### src/rtl/fetch_unit.sv
`default_nettype none
// ============================================================================
// Module   : fetch_unit
// Purpose  : Instruction fetch stage. Issues in-order, credit-limited
//            requests to instruction memory at sequential PCs, buffers the
//            returned words in a small FIFO and presents the head entry to
//            decode. A redirect flushes the buffer and arranges for the
//            responses still in flight to be discarded.
// Ports    : clk, rst_n            - clock, async active-low reset
//            IMEM_req_*            - request channel (valid/ready, address)
//            IMEM_rsp_*            - in-order response channel, no backpressure
//            DFO_*                 - {instr, pc, pc+4, valid} to decode
//            CFI_PC_stall          - decode holding the current head
//            CFI_PC_redirect/target- back-end redirect of the fetch stream
// Revision : 1.0 - initial release
// ============================================================================
module fetch_unit #(
   parameter int                    W_AA_INSTR = 32,
   parameter int                    W_AD_INSTR = 32,
   parameter logic [W_AA_INSTR-1:0] RESET_VEC  = 32'h0000_0000,
   parameter int                    FIFO_DEPTH = 2,
   parameter logic [W_AD_INSTR-1:0] NOP_INSTR  = 32'h0000_0013
) (
   input  logic                  clk,
   input  logic                  rst_n,
   output logic                  IMEM_req_valid,
   output logic [W_AA_INSTR-1:0] IMEM_req_addr,
   input  logic                  IMEM_req_ready,
   input  logic                  IMEM_rsp_valid,
   input  logic [W_AD_INSTR-1:0] IMEM_rsp_data,
   output logic [W_AD_INSTR-1:0] DFO_AD_instr,
   output logic [W_AA_INSTR-1:0] DFO_AA_pc,
   output logic [W_AA_INSTR-1:0] DFO_AA_spec,
   output logic                  DFO_PV_instr,
   input  logic                  CFI_PC_stall,
   input  logic                  CFI_PC_redirect,
   input  logic [W_AA_INSTR-1:0] CFI_AA_target
);

   localparam int                    PW      = $clog2(FIFO_DEPTH);
   localparam int                    CW      = PW + 1;
   localparam logic [CW-1:0]         DEPTH_C = CW'(FIFO_DEPTH);
   localparam logic [CW:0]           DEPTH_S = (CW+1)'(FIFO_DEPTH);
   localparam logic [CW-1:0]         CNT_ONE = CW'(1);
   localparam logic [PW-1:0]         PTR_ONE = PW'(1);
   localparam logic [W_AA_INSTR-1:0] PC_STEP = W_AA_INSTR'(4);

   // ---------------------------------------------------------------------
   // State
   // ---------------------------------------------------------------------
   logic [W_AA_INSTR-1:0] pc_q, pc_d;
   logic [CW-1:0]         out_cnt_q, out_cnt_d;     // requests accepted, not yet answered
   logic [CW-1:0]         drop_cnt_q, drop_cnt_d;   // stale responses still to discard
   logic [CW-1:0]         fifo_cnt_q, fifo_cnt_d;
   logic [PW-1:0]         rd_ptr_q, rd_ptr_d;
   logic [PW-1:0]         wr_ptr_q, wr_ptr_d;
   logic [PW-1:0]         aq_rd_ptr_q, aq_rd_ptr_d;
   logic [PW-1:0]         aq_wr_ptr_q, aq_wr_ptr_d;
   logic [W_AD_INSTR-1:0] fifo_data_q [FIFO_DEPTH];
   logic [W_AD_INSTR-1:0] fifo_data_d [FIFO_DEPTH];
   logic [W_AA_INSTR-1:0] fifo_pc_q   [FIFO_DEPTH];
   logic [W_AA_INSTR-1:0] fifo_pc_d   [FIFO_DEPTH];
   // Address of every accepted request, in issue order; one entry is
   // retired per response (stale or not), so it always holds exactly
   // out_cnt_q entries and its head is the address of the next response.
   logic [W_AA_INSTR-1:0] aq_addr_q   [FIFO_DEPTH];
   logic [W_AA_INSTR-1:0] aq_addr_d   [FIFO_DEPTH];

   // ---------------------------------------------------------------------
   // Handshake decode
   // ---------------------------------------------------------------------
   logic [CW:0] credit_sum;
   logic        req_fire;
   logic        rsp_drop;
   logic        push;
   logic        pop;
   logic        head_valid;

   assign credit_sum     = {1'b0, out_cnt_q} + {1'b0, fifo_cnt_q};
   // rst_n gates the request so the port reads idle while reset is held.
   assign IMEM_req_valid = rst_n && !CFI_PC_redirect && (credit_sum < DEPTH_S);
   assign IMEM_req_addr  = pc_q;
   assign req_fire       = IMEM_req_valid && IMEM_req_ready;

   // A response landing in the redirect cycle belongs to the old stream.
   assign rsp_drop   = IMEM_rsp_valid && (CFI_PC_redirect || (drop_cnt_q != '0));
   assign push       = IMEM_rsp_valid && !rsp_drop;
   assign head_valid = (fifo_cnt_q != '0);
   assign pop        = head_valid && !CFI_PC_stall && !CFI_PC_redirect;

   // ---------------------------------------------------------------------
   // Decode-facing outputs, straight from the FIFO head registers
   // ---------------------------------------------------------------------
   assign DFO_PV_instr = head_valid;
   assign DFO_AD_instr = head_valid ? fifo_data_q[rd_ptr_q] : NOP_INSTR;
   assign DFO_AA_pc    = head_valid ? fifo_pc_q[rd_ptr_q] : '0;
   assign DFO_AA_spec  = head_valid ? (fifo_pc_q[rd_ptr_q] + PC_STEP) : '0;

   // Redirect targets are forced word-aligned, so the low bits are ignored.
   logic unused_tgt_lsbs;
   assign unused_tgt_lsbs = ^CFI_AA_target[1:0];

   // ---------------------------------------------------------------------
   // Next-state logic
   // ---------------------------------------------------------------------
   always_comb begin
      pc_d        = pc_q;
      drop_cnt_d  = drop_cnt_q;
      fifo_cnt_d  = fifo_cnt_q;
      rd_ptr_d    = rd_ptr_q;
      wr_ptr_d    = wr_ptr_q;
      aq_rd_ptr_d = aq_rd_ptr_q;
      aq_wr_ptr_d = aq_wr_ptr_q;
      fifo_data_d = fifo_data_q;
      fifo_pc_d   = fifo_pc_q;
      aq_addr_d   = aq_addr_q;

      out_cnt_d = out_cnt_q + (req_fire ? CNT_ONE : '0)
                            - (IMEM_rsp_valid ? CNT_ONE : '0);

      if (req_fire) begin
         aq_addr_d[aq_wr_ptr_q] = pc_q;
         aq_wr_ptr_d            = aq_wr_ptr_q + PTR_ONE;
         pc_d                   = pc_q + PC_STEP;
      end

      if (IMEM_rsp_valid) begin
         aq_rd_ptr_d = aq_rd_ptr_q + PTR_ONE;
      end

      if (CFI_PC_redirect) begin
         // Every request still outstanding after this cycle is stale.
         pc_d       = {CFI_AA_target[W_AA_INSTR-1:2], 2'b00};
         drop_cnt_d = out_cnt_d;
         fifo_cnt_d = '0;
         rd_ptr_d   = '0;
         wr_ptr_d   = '0;
      end else begin
         if (IMEM_rsp_valid && (drop_cnt_q != '0)) begin
            drop_cnt_d = drop_cnt_q - CNT_ONE;
         end
         if (push) begin
            fifo_data_d[wr_ptr_q] = IMEM_rsp_data;
            fifo_pc_d[wr_ptr_q]   = aq_addr_q[aq_rd_ptr_q];
            wr_ptr_d              = wr_ptr_q + PTR_ONE;
         end
         if (pop) begin
            rd_ptr_d = rd_ptr_q + PTR_ONE;
         end
         case ({push, pop})
            2'b10:   fifo_cnt_d = fifo_cnt_q + CNT_ONE;
            2'b01:   fifo_cnt_d = fifo_cnt_q - CNT_ONE;
            default: fifo_cnt_d = fifo_cnt_q;
         endcase
      end
   end

   // ---------------------------------------------------------------------
   // Registers
   // ---------------------------------------------------------------------
   always_ff @(posedge clk or negedge rst_n) begin
      if (!rst_n) begin
         pc_q        <= RESET_VEC;
         out_cnt_q   <= '0;
         drop_cnt_q  <= '0;
         fifo_cnt_q  <= '0;
         rd_ptr_q    <= '0;
         wr_ptr_q    <= '0;
         aq_rd_ptr_q <= '0;
         aq_wr_ptr_q <= '0;
         for (int i = 0; i < FIFO_DEPTH; i++) begin
            fifo_data_q[i] <= '0;
            fifo_pc_q[i]   <= '0;
            aq_addr_q[i]   <= '0;
         end
      end else begin
         pc_q        <= pc_d;
         out_cnt_q   <= out_cnt_d;
         drop_cnt_q  <= drop_cnt_d;
         fifo_cnt_q  <= fifo_cnt_d;
         rd_ptr_q    <= rd_ptr_d;
         wr_ptr_q    <= wr_ptr_d;
         aq_rd_ptr_q <= aq_rd_ptr_d;
         aq_wr_ptr_q <= aq_wr_ptr_d;
         fifo_data_q <= fifo_data_d;
         fifo_pc_q   <= fifo_pc_d;
         aq_addr_q   <= aq_addr_d;
      end
   end

   // ---------------------------------------------------------------------
   // Invariants
   // ---------------------------------------------------------------------
   a_no_overflow : assert property (@(posedge clk) disable iff (!rst_n)
      !(push && (fifo_cnt_q == DEPTH_C)));
   a_no_spurious_rsp : assert property (@(posedge clk) disable iff (!rst_n)
      !(IMEM_rsp_valid && (out_cnt_q == '0)));
   a_out_cap : assert property (@(posedge clk) disable iff (!rst_n)
      out_cnt_q <= DEPTH_C);
   a_drop_cap : assert property (@(posedge clk) disable iff (!rst_n)
      drop_cnt_q <= out_cnt_q);
   a_addr_aligned : assert property (@(posedge clk) disable iff (!rst_n)
      IMEM_req_addr[1:0] == 2'b00);

endmodule
`default_nettype wire
### config.mk
export PLATFORM = sky130hd
export DESIGN_NAME = fetch_unit
export DESIGN_NICKNAME = d
export VERILOG_FILES = /design/src/rtl/fetch_unit.sv
export SDC_FILE = /design/constraint.sdc
export NUM_CORES = 1
export LEC_CHECK = 0
export ABC_AREA = 1
export CAP_MARGIN = 30
export CORE_MARGIN = 1.5
export CORE_UTILIZATION = 49
export CTS_CLUSTER_SIZE = 12
export DETAILED_ROUTE_END_ITERATION = 8
export GPL_ROUTABILITY_DRIVEN = 1
export GPL_TIMING_DRIVEN = 0
export MAX_ROUTING_LAYER = met4
export PLACE_DENSITY = 0.77
export SETUP_SLACK_MARGIN = 0.2
export SKIP_CTS_REPAIR_TIMING = 1
export SYNTH_ARGS = -nofsm -noshare
export SYNTH_HDL_FRONTEND = slang
export SYNTH_SLANG_ARGS = --single-unit
### constraint.sdc
create_clock -name clk -period 2.35 [get_ports clk]
set_clock_uncertainty 0.1 [all_clocks]
set_input_delay 0.47 -clock clk [delete_from_list [all_inputs] [get_ports clk]]
set_output_delay 0.47 -clock clk [all_outputs]
set_load 0.005 [all_outputs]
==> metrics.txt, run 1 <==
Final WS setup -0.9318 ns; register area share after synthesis 47.29%; maximum clock rate 0.3047 GHz; crit-path max cell delay 0.48 ns; worst-margin pin slew 0.9499 ns; Worst slew margin 36.67%; worst-skew pair later-pin latency 0.53 ns; row count 56; maxcap violations 0; WP data arrival 2.71 ns; clk root buf clkbuf_16; slowest stage cell, crit path dfrtp_2; Clock Path Buffers 3; Initial Util 50.20%; first-pass GRT wire length 53490 um; Iter 0 DRT Violations 1090; Clock Sinks 224; Core Region 23610 um^2; gpl congestion 0.9472; post-synthesis cell type count 43; CTS tree done; clock slew at reported path FFs 0.06 ns; Die ar. 25130 um^2; CP Buf/Inv Count 7; Final nets 1945; synthesis-to-finish area growth 38.97%; Gate Count Post-Synth 1560; Fin. Hold Viols 43; Critical Path, Cell by Cell buf_8 -> nand2_4 -> o21ai_4 -> inv_2 -> ha_4 -> nand2_4 -> nor2_4 -> nand2_2 -> nor2_4 -> buf_6 -> buf_8 -> buf_6 -> nand4_1 -> nand2_1 -> inv_1 -> clkbuf_2; min Tclk post-route 3.282 ns; Worst VDD drop 0.0006151 V; final setup vio count 103; pwr/cell area 1175 nW/um^2; Post-DP HPWL 24480 um; DRC Markers 0; Die X 158.5 um; Startpoint Class register; port bufs 190; Ports 200; RSZ-0062 raised after global routing true; layout cells sized above 1 24.68%; Post-synth EDFFs 0; FF-to-FF path depth 13; post-route cell area 16470 um^2; FILL cells 1831; DRT Wirelength 36940 um; pin count of the biggest net entering global routing 127; Syn. warnings 0; cell family with most CP delay simple AND/OR/NAND/NOR gates; total track usage 27.75%; Hold Path Class input pin to asynchronous set/reset pin; wire length per cell 16.77 um; Setup CP Type register to output pin; via density per instance 5.352; flops & latches, synth 224; Most used DFF post-synth dfrtp_1; synthesized area 11850 um^2; ys async rst share 100.0%; DP Area 14320 um^2; CP max FO 5; vias post-DR 11790; Leak 8.520 nW; final max-slew violation count 0; vias in the first global route 10620; WP depth 16; status finished, violations left; final hold slack -0.04648 ns; fin crit share 139.7%; failing checks hold timing, setup timing; post-synthesis area per instance 7.598 um^2; total congestion overflow 0; die height 158.5 um; CTS H-tree depth 1; Final ANT Viol Nets 0; Required @ worst endpoint 1.78 ns; initial antenna violation count 0; Critical Path End Type output pin; clock buffer count from CTS 25; DRT Pass-1 Iters 6; Antenna diodes 0
==> cells by family (layout without fill, tap and decap cells) <==
group                    count (synthesis)  after routing  share of synthesized area [%]
AND/OR/NAND/NOR                        799            799                          28.21
AO/OA/AOI/OAI                          248            248                          11.02
buffers and inverters                  235            554                          8.646
flip-flops                             224            224                          47.29
multiplexers                            30             30                          2.850
XOR/XNOR                                17             17                          1.256
adder cells (fa/ha/maj)                  6              6                         0.6967
other                                    1              6                        0.03164
==> metal layers <==
metal  track usage [%]  vias up  wire [um]
met1             39.07     5605      15820
met5                 -        -          0
met4             7.610        0       1211
met3             2.885      100       2580
met2             42.94      553      17330
li1                  -     5533          -
==> state kept, by name, summed over array words and instances, names as in the netlist <==
register	cells
IMEM_req_addr	30
aq_addr_q	60
aq_rd_ptr_q	1
aq_wr_ptr_q	1
drop_cnt_q	2
fifo_cnt_q	2
fifo_data_q	64
fifo_pc_q	60
out_cnt_q	2
rd_ptr_q	1
wr_ptr_q	1
==> per-stage QoR <==
step | setup slack [ns] | cells | setup TNS [ns] | power [W] | util (%)
after floorplan | -0.1710 | 1565 | -0.2005 | 0.01041 | -
after global placement | -8.483 | 2074 | -2717.21 | 0.01358 | 60.50
after detailed placement | -0.9155 | 2075 | -127.17 | 0.01380 | 60.63
after CTS | -1.477 | 2117 | -118.31 | 0.01770 | 64.01
after global routing | -1.056 | 2203 | -50.62 | 0.02052 | 69.76
final | -0.9318 | 2203 | -38.71 | 0.01936 | 69.76
==> cell usage after synthesis, types with 2 or more instances <==
| cell type | instances | area, um^2 |
|---|---|---|
| o21ai_0 | 139 | 695.7 |
| o21ai_2 | 2 | 17.52 |
| xor2_1 | 14 | 122.6 |
| xnor2_1 | 3 | 26.28 |
| buf_1 | 5 | 18.77 |
| o221ai_1 | 4 | 35.03 |
| nand2_4 | 4 | 45.04 |
| ha_1 | 5 | 62.56 |
| dfrtp_1 | 224 | 5605 |
| nand2_2 | 22 | 137.6 |
| buf_2 | 12 | 60.06 |
| o21ai_1 | 37 | 185.2 |
| nor3_1 | 11 | 55.05 |
| inv_1 | 144 | 540.5 |
| mux2_2 | 30 | 337.8 |
| nor2_4 | 10 | 112.6 |
| clkinv_1 | 2 | 7.510 |
| nand4_1 | 13 | 81.33 |
| o21bai_1 | 3 | 22.52 |
| nand3_1 | 63 | 315.3 |
| nand2_1 | 584 | 2192 |
| nor2_2 | 9 | 56.30 |
| nor2_1 | 77 | 289.0 |
| buf_6 | 11 | 123.9 |
| buf_4 | 9 | 67.56 |
| a21oi_1 | 48 | 240.2 |
| o211ai_1 | 10 | 75.07 |
| inv_2 | 8 | 30.03 |
| clkbuf_1 | 43 | 161.4 |
==> report_power, final <==
group          switching [W]  internal [W]  total (W)  leakage (nW)
Clock                0.00153       0.00229    0.00382         0.396
Combinational        0.00503       0.00418    0.00921          5.24
Sequential          0.000991       0.00534    0.00633          2.88
Total                0.00755        0.0118     0.0194          8.52
==> layout by cell type (no fill, tap or decap), types with 4 or more instances in the layout <==
cell type / instances
inv_4: 6
nand2_2: 45
nand3_1: 55
nor3_1: 11
nand2_1: 538
nand2_4: 27
nand4_1: 13
o21ai_0: 129
o21ai_4: 6
buf_12: 5
mux2_2: 30
clkbuf_2: 25
clkinv_2: 4
nor2_4: 25
buf_2: 53
o211ai_1: 10
clkbuf_8: 5
nor2_1: 51
a21oi_1: 21
buf_6: 35
buf_8: 15
inv_1: 134
dlymetal6s2s_1: 25
clkdlybuf4s50_1: 100
xor2_1: 13
buf_1: 5
o21ai_1: 38
conb_1: 6
o21ai_2: 5
nand3_2: 7
a21oi_2: 25
inv_2: 12
buf_4: 63
clkbuf_16: 28
o221ai_1: 4
dfrtp_1: 221
nor2_2: 20
clkbuf_1: 31
==> path summary, 6_finish.rpt <==
kind	startpoint	end	slack (ns)
hold reg to reg	fifo_pc_q[53]	fifo_pc_q[53]	0.38
hold / removal	rst_n	fifo_data_q[12]	-0.05
setup / recovery	rd_ptr_q	DFO_AA_spec[24]	-0.93
setup reg to reg	fifo_cnt_q[0]	drop_cnt_q[1]	-0.40
max in group asynchronous	rst_n	IMEM_req_addr[29]	1.15
min in group clk	CFI_PC_redirect	IMEM_req_addr[20]	0.36
==> final cells by class <==
| class | instances | area (um^2) | share of cell area (%) |
|---|---|---|---|
| clock buffer | 34 | 699.4 | 4.246 |
| multi-input combinational | 1106 | 5933 | 36.02 |
| timing repair buffer | 277 | 2515 | 15.27 |
| inverter | 154 | 596.8 | 3.623 |
| sequential | 224 | 5609 | 34.05 |
| tap | 319 | 399.1 | 2.423 |
| buffer | 81 | 621.8 | 3.775 |
| clock inverter | 8 | 97.59 | 0.5925 |
(Power assumes the default switching activity.)
==> run 2, diff against run 1 <==
--- a/config.mk
+++ b/config.mk
@@ -9,7 +9,7 @@
 export CAP_MARGIN = 30
 export CORE_MARGIN = 1.5
 export CORE_UTILIZATION = 49
-export CTS_CLUSTER_SIZE = 12
+export CTS_CLUSTER_SIZE = 20
 export DETAILED_ROUTE_END_ITERATION = 8
 export GPL_ROUTABILITY_DRIVEN = 1
 export GPL_TIMING_DRIVEN = 0
==> run 2 against run 1 <==
Compared with the run above:
- the flow still finishes with violations (hold timing, setup timing)
- routed wire length increased by 8.5%
- power increased by 4.9%
- hold slack got worse by 0.031 ns
- setup slack got worse by 0.037 ns
- via count increased by 4.5%
- first-iteration DRC count decreased by 2.4%
- critical path depth decreased by 1
- sequential cell count unchanged
- register-to-register slack improved by 0.05 ns
- core utilization increased by 3.8 points
- combinational power increased by 12%
- maximum frequency decreased by 1.1%
- critical path type unchanged
- critical endpoint is now DFO_AA_spec[16]
- largest cell class unchanged
- largest power group unchanged
==> metrics.txt, run 2 (synthesis gave the netlist of run 1 again) <==
total congestion overflow 0; wire length per cell 17.94 um; Ports 200; switching part of the total 39.99%; Die X 158.5 um; reg-to-reg critical path startpoint fifo_cnt_q[0]; clk root buf clkbuf_16; CTS tree done; vias in the first global route 10610; port bufs 190; FILL cells 1687; Core Region 23610 um^2; commonest non-fill, non-tap cell in the layout nand2_1; final core utilization 73.56%; Worst slew margin 35.85%; CTS H-tree depth 1; largest registers fifo_data_q: 64 flops, aq_addr_q: 60 flops, fifo_pc_q: 60 flops; reg2reg setup slack -0.35 ns; switching power 0.008119 W; Final ANT Viol Nets 0; crit-path max cell delay 0.48 ns; Iter 0 DRT Violations 1064; maxcap violations 0; gpl congestion 0.9472; maximum clock rate 0.3013 GHz; Power Internal 0.01219 W; initial antenna violation count 0; WP data arrival 2.75 ns; first-pass GRT wire length 53130 um; Clock Path Buffers 3; Post-DP HPWL 24480 um; total track usage 27.55%; final setup vio count 171; final hold slack -0.07763 ns; row count 56; sequential power share 31.7%; DRC Markers 0; CP max FO 5; Clock Sinks 224; Final WS setup -0.9688 ns; Setup CP Type register to output pin; vias post-DR 12320; status finished, violations left; failing checks hold timing, setup timing; worst-margin pin slew 0.9622 ns; Startpoint Class register; combinational fraction of design power 50.5%; Initial Util 50.20%; most frequent cells in the layout 500 x nand2_1, 221 x dfrtp_1, 128 x inv_1; Worst VDD drop 0.0006323 V; Fin. Hold Viols 51; post-route setup TNS -43.05 ns; slowest stage cell, crit path dfrtp_2; DRT Pass-1 Iters 5; clock network power share 17.8%; cell family with most CP delay buffers and inverters; layout cells sized above 1 30.30%; RSZ-0062 raised after global routing true; FF-to-FF path depth 14; clock slew at reported path FFs 0.06 ns; Hold Path Class input pin to asynchronous set/reset pin; synthesis-to-finish area growth 46.54%; multi-input logic area 6296 um^2; Final nets 1975; DRT Wirelength 40060 um; R2R Path End drop_cnt_q[1]; clock buffer count from CTS 24; Critical Path, Cell by Cell buf_8 -> nand2_4 -> o21ai_4 -> inv_2 -> ha_4 -> nand2_4 -> nor2_4 -> nand2_2 -> nor2_4 -> buf_6 -> buf_8 -> buf_4 -> a21oi_2 -> nor2_2 -> buf_2; die height 158.5 um; Leak 8.882 nW; worst-skew pair later-pin latency 0.53 ns; via density per instance 5.518; CP Buf/Inv Count 6; fin crit share 141.2%; Critical Path End Type output pin; min Tclk post-route 3.319 ns; max reg flops 64; Top reg by flops fifo_data_q; Required @ worst endpoint 1.78 ns; DP Worst Slack -0.9155 ns; Antenna diodes 0; Die ar. 25130 um^2; pin count of the biggest net entering global routing 127; pwr/cell area 1169 nW/um^2; final max-slew violation count 0; Reg area 5609 um^2
run 2: changes by cell type in the layout (fill, tap and decap cells not counted), sizes merged:
cell / delta
buf: +35
bufinv: -1
clkbuf: +7
clkdlybuf4s50: -3
clkinv: +1
dlymetal6s2s: -7
inv: -3
nand2: +1
run 2: routing by layer:
| metal | global-route usage (%) | vias to the layer above | wire length [um] |
|---|---|---|---|
| met5 | - | - | 0 |
| li1 | - | 5611 | - |
| met3 | 2.695 | 116 | 2905 |
| met2 | 42.65 | 659 | 19460 |
| met4 | 7.165 | 0 | 1447 |
| met1 | 39.03 | 5935 | 16250 |
run 2: worst register-to-register path, stage by stage, from the launching register on:
cell	delay (ns)
dfrtp_2	0.44
buf_6	0.13
nand2_2	0.05
inv_2	0.04
fa_1	0.51
nor3_4	0.19
nand2_4	0.10
buf_8	0.13
ha_4	0.25
inv_2	0.04
ha_4	0.16
xnor2_4	0.13
xnor2_2	0.14
nor2_1	0.10
a21oi_1	0.05
run 2: worst max-delay path by stage:
stage	end	depth (start not counted)	slack (ns)	start
3_3_place_gp	IMEM_req_addr[23]	1	-8.48	rst_n
3_5_place_dp	DFO_AA_spec[28]	8	-0.92	fifo_cnt_q[1]
4_1_cts	DFO_AA_spec[28]	8	-1.48	fifo_cnt_q[0]
5_1_grt	DFO_AA_spec[26]	17	-1.04	rd_ptr_q
2_1_floorplan	drop_cnt_q[1]	13	-0.17	out_cnt_q[0]
6_report	DFO_AA_spec[16]	15	-0.97	rd_ptr_q
run 2: layout make-up:
cell class | count | share of cell area, %
clock buffers | 36 | 3.890
flip-flops and latches | 224 | 32.29
well taps | 319 | 2.298
clock inverters | 5 | 0.3530
inverters | 154 | 3.580
multi-input cells | 1107 | 36.25
repair buffers | 307 | 16.93
plain buffers | 81 | 4.409
run 2: metrics by stage:
step	cells	power [W]	instance area [um^2]
after floorplan	1565	0.01041	11980
final	2233	0.02030	17370
after global placement	2074	0.01358	14290
after detailed placement	2075	0.01380	14320
after global routing	2233	0.02139	17370
after CTS	2116	0.01744	15050
run 2: power groups by stage:
stage	Combinational, W	Clock (W)	Sequential (W)
after global placement	0.00736	0	0.00622
after floorplan	0.00436	0	0.00606
after detailed placement	0.00752	0	0.00628
after CTS	0.00759	0.00361	0.00624
after global routing	0.0110	0.00380	0.00660
final	0.0103	0.00361	0.00643
==> run 3, diff against run 2 <==
--- a/config.mk
+++ b/config.mk
@@ -15,7 +15,7 @@
 export GPL_TIMING_DRIVEN = 0
 export MAX_ROUTING_LAYER = met4
 export PLACE_DENSITY = 0.77
-export SETUP_SLACK_MARGIN = 0.2
+export SETUP_SLACK_MARGIN = 0.15
 export SKIP_CTS_REPAIR_TIMING = 1
 export SYNTH_ARGS = -nofsm -noshare
 export SYNTH_HDL_FRONTEND = slang
==> run 3 against run 2 <==
Compared with the run above:
- the run still ends with hold timing, setup timing left
- sequential cell count unchanged
- power increased by 5.4%
- clock power increased by 10%
- clock-buffer cell count decreased by 4
- die area unchanged
- non-clock buffer count increased by 16
- critical path depth increased by 2
- global-route usage increased by 0.28 points
- hold slack got worse by 0.041 ns
- critical endpoint is now DFO_AA_spec[26]
- largest cell class unchanged
==> metrics.txt, run 3 (synthesis gave the netlist of run 1 again) <==
WP depth 17; CTS H-tree depth 1; Critical Path, Cell by Cell buf_12 -> clkinv_8 -> buf_8 -> nand2_4 -> nand2_4 -> ha_4 -> nand2_4 -> nor2_4 -> nand2_2 -> nor2_4 -> buf_6 -> buf_6 -> buf_6 -> nand4_1 -> nand2_1 -> inv_1 -> buf_2; die height 158.5 um; layout cells sized above 1 35.04%; switching power 0.008743 W; DP Worst Slack -0.9048 ns; CP Buf/Inv Count 8; Clock Path Buffers 3; slowest stage cell, crit path dfrtp_2; Core Region 23610 um^2; min Tclk post-route 3.394 ns; commonest non-fill, non-tap cell in the layout nand2_1; failing checks hold timing, setup timing; Hold Path Class input pin to asynchronous set/reset pin; port bufs 190; R2R Path End drop_cnt_q[1]; synthesis-to-finish area growth 52.93%; total track usage 27.83%; reg-to-reg critical path startpoint fifo_cnt_q[1]; Final WS setup -1.044 ns; first-pass GRT wire length 53740 um; DP Area 14300 um^2; Fin. Hold Viols 99; max reg flops 64; Antenna diodes 0; Clock Sinks 224; Tot Pwr 0.02141 W; Ports 200; gpl congestion 0.9292; DRT Pass-1 Iters 6; fin crit share 144.4%; total congestion overflow 0; Critical path origin rd_ptr_q; maxcap violations 0; final setup vio count 188; clock network power share 18.6%; clock slew at reported path FFs 0.07 ns; clk root buf clkbuf_16; RSZ-0062 raised after global routing true; Leak 9.152 nW; post-route setup TNS -63.65 ns; CTS tree done; crit-path max cell delay 0.45 ns; Worst Setup EP DFO_AA_spec[26]; post-route cell area 18130 um^2; combinational fraction of design power 50.7%; switching part of the total 40.84%; Initial Util 50.20%; clock buffer count from CTS 24; initial antenna violation count 0; FILL cells 1460; Critical Path End Type output pin; Setup CP Type register to output pin; final hold slack -0.1187 ns; FF-to-FF path depth 14; Startpoint Class register; Worst VDD drop 0.0005792 V; Iter 0 DRT Violations 1217; vias post-DR 12790; pwr/cell area 1181 nW/um^2; CP max FO 5; Die ar. 25130 um^2; Die X 158.5 um; worst-skew pair later-pin latency 0.52 ns; largest registers fifo_data_q: 64 flops, aq_addr_q: 60 flops, fifo_pc_q: 60 flops; DRC Markers 0; status finished, violations left; wire length per cell 19.62 um; DRT Wirelength 44160 um; final max-slew violation count 0; worst-margin pin slew 0.7685 ns; reg2reg setup slack -0.53 ns; most frequent cells in the layout 464 x nand2_1, 221 x dfrtp_1, 126 x inv_1; via density per instance 5.681; Final nets 1991; Power Internal 0.01267 W; Worst slew margin 48.77%; row count 56; cell family with most CP delay simple AND/OR/NAND/NOR gates; Required @ worst endpoint 1.78 ns; Top reg by flops fifo_data_q; maximum clock rate 0.2947 GHz; sequential power share 30.7%; Post-DP HPWL 24470 um; vias in the first global route 10520; Final ANT Viol Nets 0; pin count of the biggest net entering global routing 126; WP data arrival 2.82 ns
[run 3: cell count changes in the layout (fill, tap and decap cells not counted), sizes merged]
cell	before	now
buf	212	221
clkbuf	97	103
clkinv	6	10
bufinv	1	3
dlymetal6s2s	18	16
clkdlybuf4s50	97	96
[run 3: power by group through the flow]
stage                     clock network (W)  logic (W)  registers [W]
after floorplan                           0    0.00435        0.00605
after global placement                    0    0.00734        0.00622
after detailed placement                  0    0.00753        0.00627
after CTS                           0.00396    0.00763        0.00623
after global routing                0.00413     0.0115        0.00672
final                               0.00398     0.0108        0.00658
[run 3: final cells by class]
class / count / area [um^2] / area share, %
Multi-Input combinational cell: 1107 / 6688 / 36.90
Sequential cell: 224 / 5609 / 30.95
Timing Repair Buffer: 323 / 3192 / 17.61
Buffer: 81 / 775.7 / 4.280
Clock buffer: 32 / 691.9 / 3.817
Inverter: 154 / 636.9 / 3.514
Tap cell: 319 / 399.1 / 2.202
Clock inverter: 11 / 133.9 / 0.7386
[run 3: through the flow]
stage	util, %	instances
2_1_floorplan	-	1565
3_3_place_gp	60.44	2074
3_5_place_dp	60.58	2075
4_1_cts	64.07	2118
5_1_grt	76.76	2251
6_report	76.76	2251
[run 3: worst min path at each step]
stage          slack (ns)                 to           from
2_1_floorplan        0.07  IMEM_req_addr[10]          rst_n
3_3_place_gp         0.35      fifo_pc_q[21]  fifo_pc_q[21]
3_5_place_dp         0.36      fifo_pc_q[21]  fifo_pc_q[21]
4_1_cts             -0.08    fifo_data_q[13]          rst_n
5_1_grt             -0.05    fifo_data_q[10]          rst_n
6_report            -0.12    fifo_data_q[10]          rst_n
[run 3: layer usage]
metal  GRT usage (%)  vias up  part of all wire, %
li1                -     5645                    -
met1           39.32     6157                   38
met2           43.15      796                   49
met3           3.157      189                  8.6
met4           6.676        0                  4.2
met5               -        -                    0
==> variant, RTL diff (flow settings as in run 2) <==
Change the parameter `W_AD_INSTR` from 32 to 64.
--- a/src/rtl/fetch_unit.sv
+++ b/src/rtl/fetch_unit.sv
@@ -17,5 +17,5 @@
 module fetch_unit #(
    parameter int                    W_AA_INSTR = 32,
-   parameter int                    W_AD_INSTR = 32,
+   parameter int                    W_AD_INSTR = 64,
    parameter logic [W_AA_INSTR-1:0] RESET_VEC  = 32'h0000_0000,
    parameter int                    FIFO_DEPTH = 2,
Interface: changed (resized DFO_AD_instr and IMEM_rsp_data); port bits go from 200 to 264. No check against the original RTL was run, so the function may have changed too.
==> variant against run 2 <==
The run still ends with negative hold slack, negative setup slack left; worst setup slack worse by 0.068 ns; wire length up 22%; via count up 20%; non-clock buffer count up 69; cell area up 18%; sequential cell count up 64; synthesized area up 23%; combinational power up 9.7%; sequential power up 24%; total power up 19%; critical path depth unchanged; critical endpoint is now DFO_AA_spec[23]; largest power group unchanged.
==> variant: results (changes against run 2) <==
* Outcome: complete, but fails checks
* Failing checks: negative hold slack, negative setup slack
* Area contributors post-synth: dfrtp_1 50%, nand2_1 19%, o21ai_0 6.9%
* Final setup vio count at 285 (+67%)
* # clk buffers at 45 (+25%)
* Flop2flop setup slack at -0.63 ns (-0.28 ns)
* Gr usage total at 29.63% (+2.1 points)
* Global-route wire length before repair at 70,700 um (+33%)
* Crit-path max cell delay at 0.42 ns (-0.06 ns)
* Post-DP Area at 0.01775 mm^2 (+24%)
* Diodes inserted at 1 (+1)
* First-pass DRT Iterations at 7 (+2)
* Vias at 14,825 (+20%)
* Commonest cells in the netlist: 743 x nand2_1, 288 x dfrtp_1, 199 x o21ai_0
* Setup WS pre-CTS at -1.315 ns (-0.3998 ns)
* Core area at 0.02894 mm^2 (+23%)
* P_leak at 10.35 nW (+17%)
* Worst VDD drop at 718.3 uV (+14%)
* Final clock-cell share at 5.052% (+0.81 points)
* Fin worst setup slack at -1.037 ns (-0.06843 ns)
* Non-clk bufs at 457 (+18%)
* Filler cells at 2,175 (+29%)
* Internal Power at 14.73 mW (+21%)
* Count of multi-input gates at 1,339 (+21%)
* Layout Nets at 2,414 (+22%)
* Max Fanout on Critical Path at 8 (+3)
* Multi-input combinational area share at 33.78% (-2.5 points)
* Largest net degree at the start of global routing at 126 (-0.79%)
* Inverter count at 190 (+23%)
* Layout cells sized above 1 at 25.17% (-5.1 points)
* Syn_area_per_cell at 7.569 um^2 (-0.38%)
* Hold Vio Cnt, Final at 92 (+80%)
* Wire length per cell at 18.09 um (+0.82%)
* Initial antenna violation count at 1 (+1)
* Initial DRC count at 1,458 (+37%)
* Register area at 0.007209 mm^2 (+29%)
* Hold_ws at -0.2596 ns (-0.1819 ns)
* Worst rel slew slack at 50.50% (+15 points)
* Clk Latency, worst-skew pair at 0.57 ns (+0.04 ns)
* CP max stage cell: dfrtp_1
* Via/cell ratio at 5.464 (-0.97%)
variant: cell count changes after synthesis, moves of 8 or more:
cell            run 2  this run
dfrtp_1           224       288
o21ai_0           139       199
nand2_2            22         6
a21oi_1            48        80
buf_2              12        34
nor2_1             77        87
nor2_4             10         2
nand3_1            63        75
inv_1             144       188
nand2_1           584       743
variant: how the worst max path moves through the flow:
stage	cells past startpoint	to	slack, ns
finish	15	DFO_AA_spec[23]	-1.04
global route	15	DFO_AA_spec[23]	-1.12
CTS	5	DFO_AD_instr[13]	-1.73
detailed placement	14	drop_cnt_q[1]	-1.32
global placement	1	fifo_data_q[28]	-11.31
floorplan	14	drop_cnt_q[1]	-0.24
variant: logic make-up (layout without fill, tap and decap cells):
group                      count (synthesis)  in the layout  synth area share, %
and+or+nand+nor                          940            940                25.65
other                                      1              7              0.02580
muxes                                     31             31                2.402
xor gates and xnor gates                  15             15               0.9040
AOI/OAI and AO/OA                        341            341                12.17
buffers and inverters                    298            701                8.687
adders and majority gates                  6              6               0.5682
DFF                                      288            288                49.59
variant: layer usage:
layer | GRT usage (%) | up-vias | share of wire, %
met2 | 45.09 | 742 | 47
li1 | - | 6811 | -
met4 | 10.68 | 0 | 4.1
met1 | 41.11 | 7137 | 41
met5 | - | - | 0
met3 | 3.372 | 135 | 7.7
variant: power by group through the flow:
stage               combinational (mW)  sequential, mW  clock, mW
floorplan                         5.10            7.67          0
global placement                  9.12            7.86          0
detailed placement                9.33            7.92          0
CTS                               9.43            7.87       4.95
global route                      12.2            8.17       5.16
finish                            11.3            7.98       4.94
variant: critical path: cells and delay by family, from the launching register on:
family / cells / cell delay, ns
compound gates: 1 / 0.17
simple gates: 7 / 0.77
buf+inv: 7 / 0.85
flops: 1 / 0.42
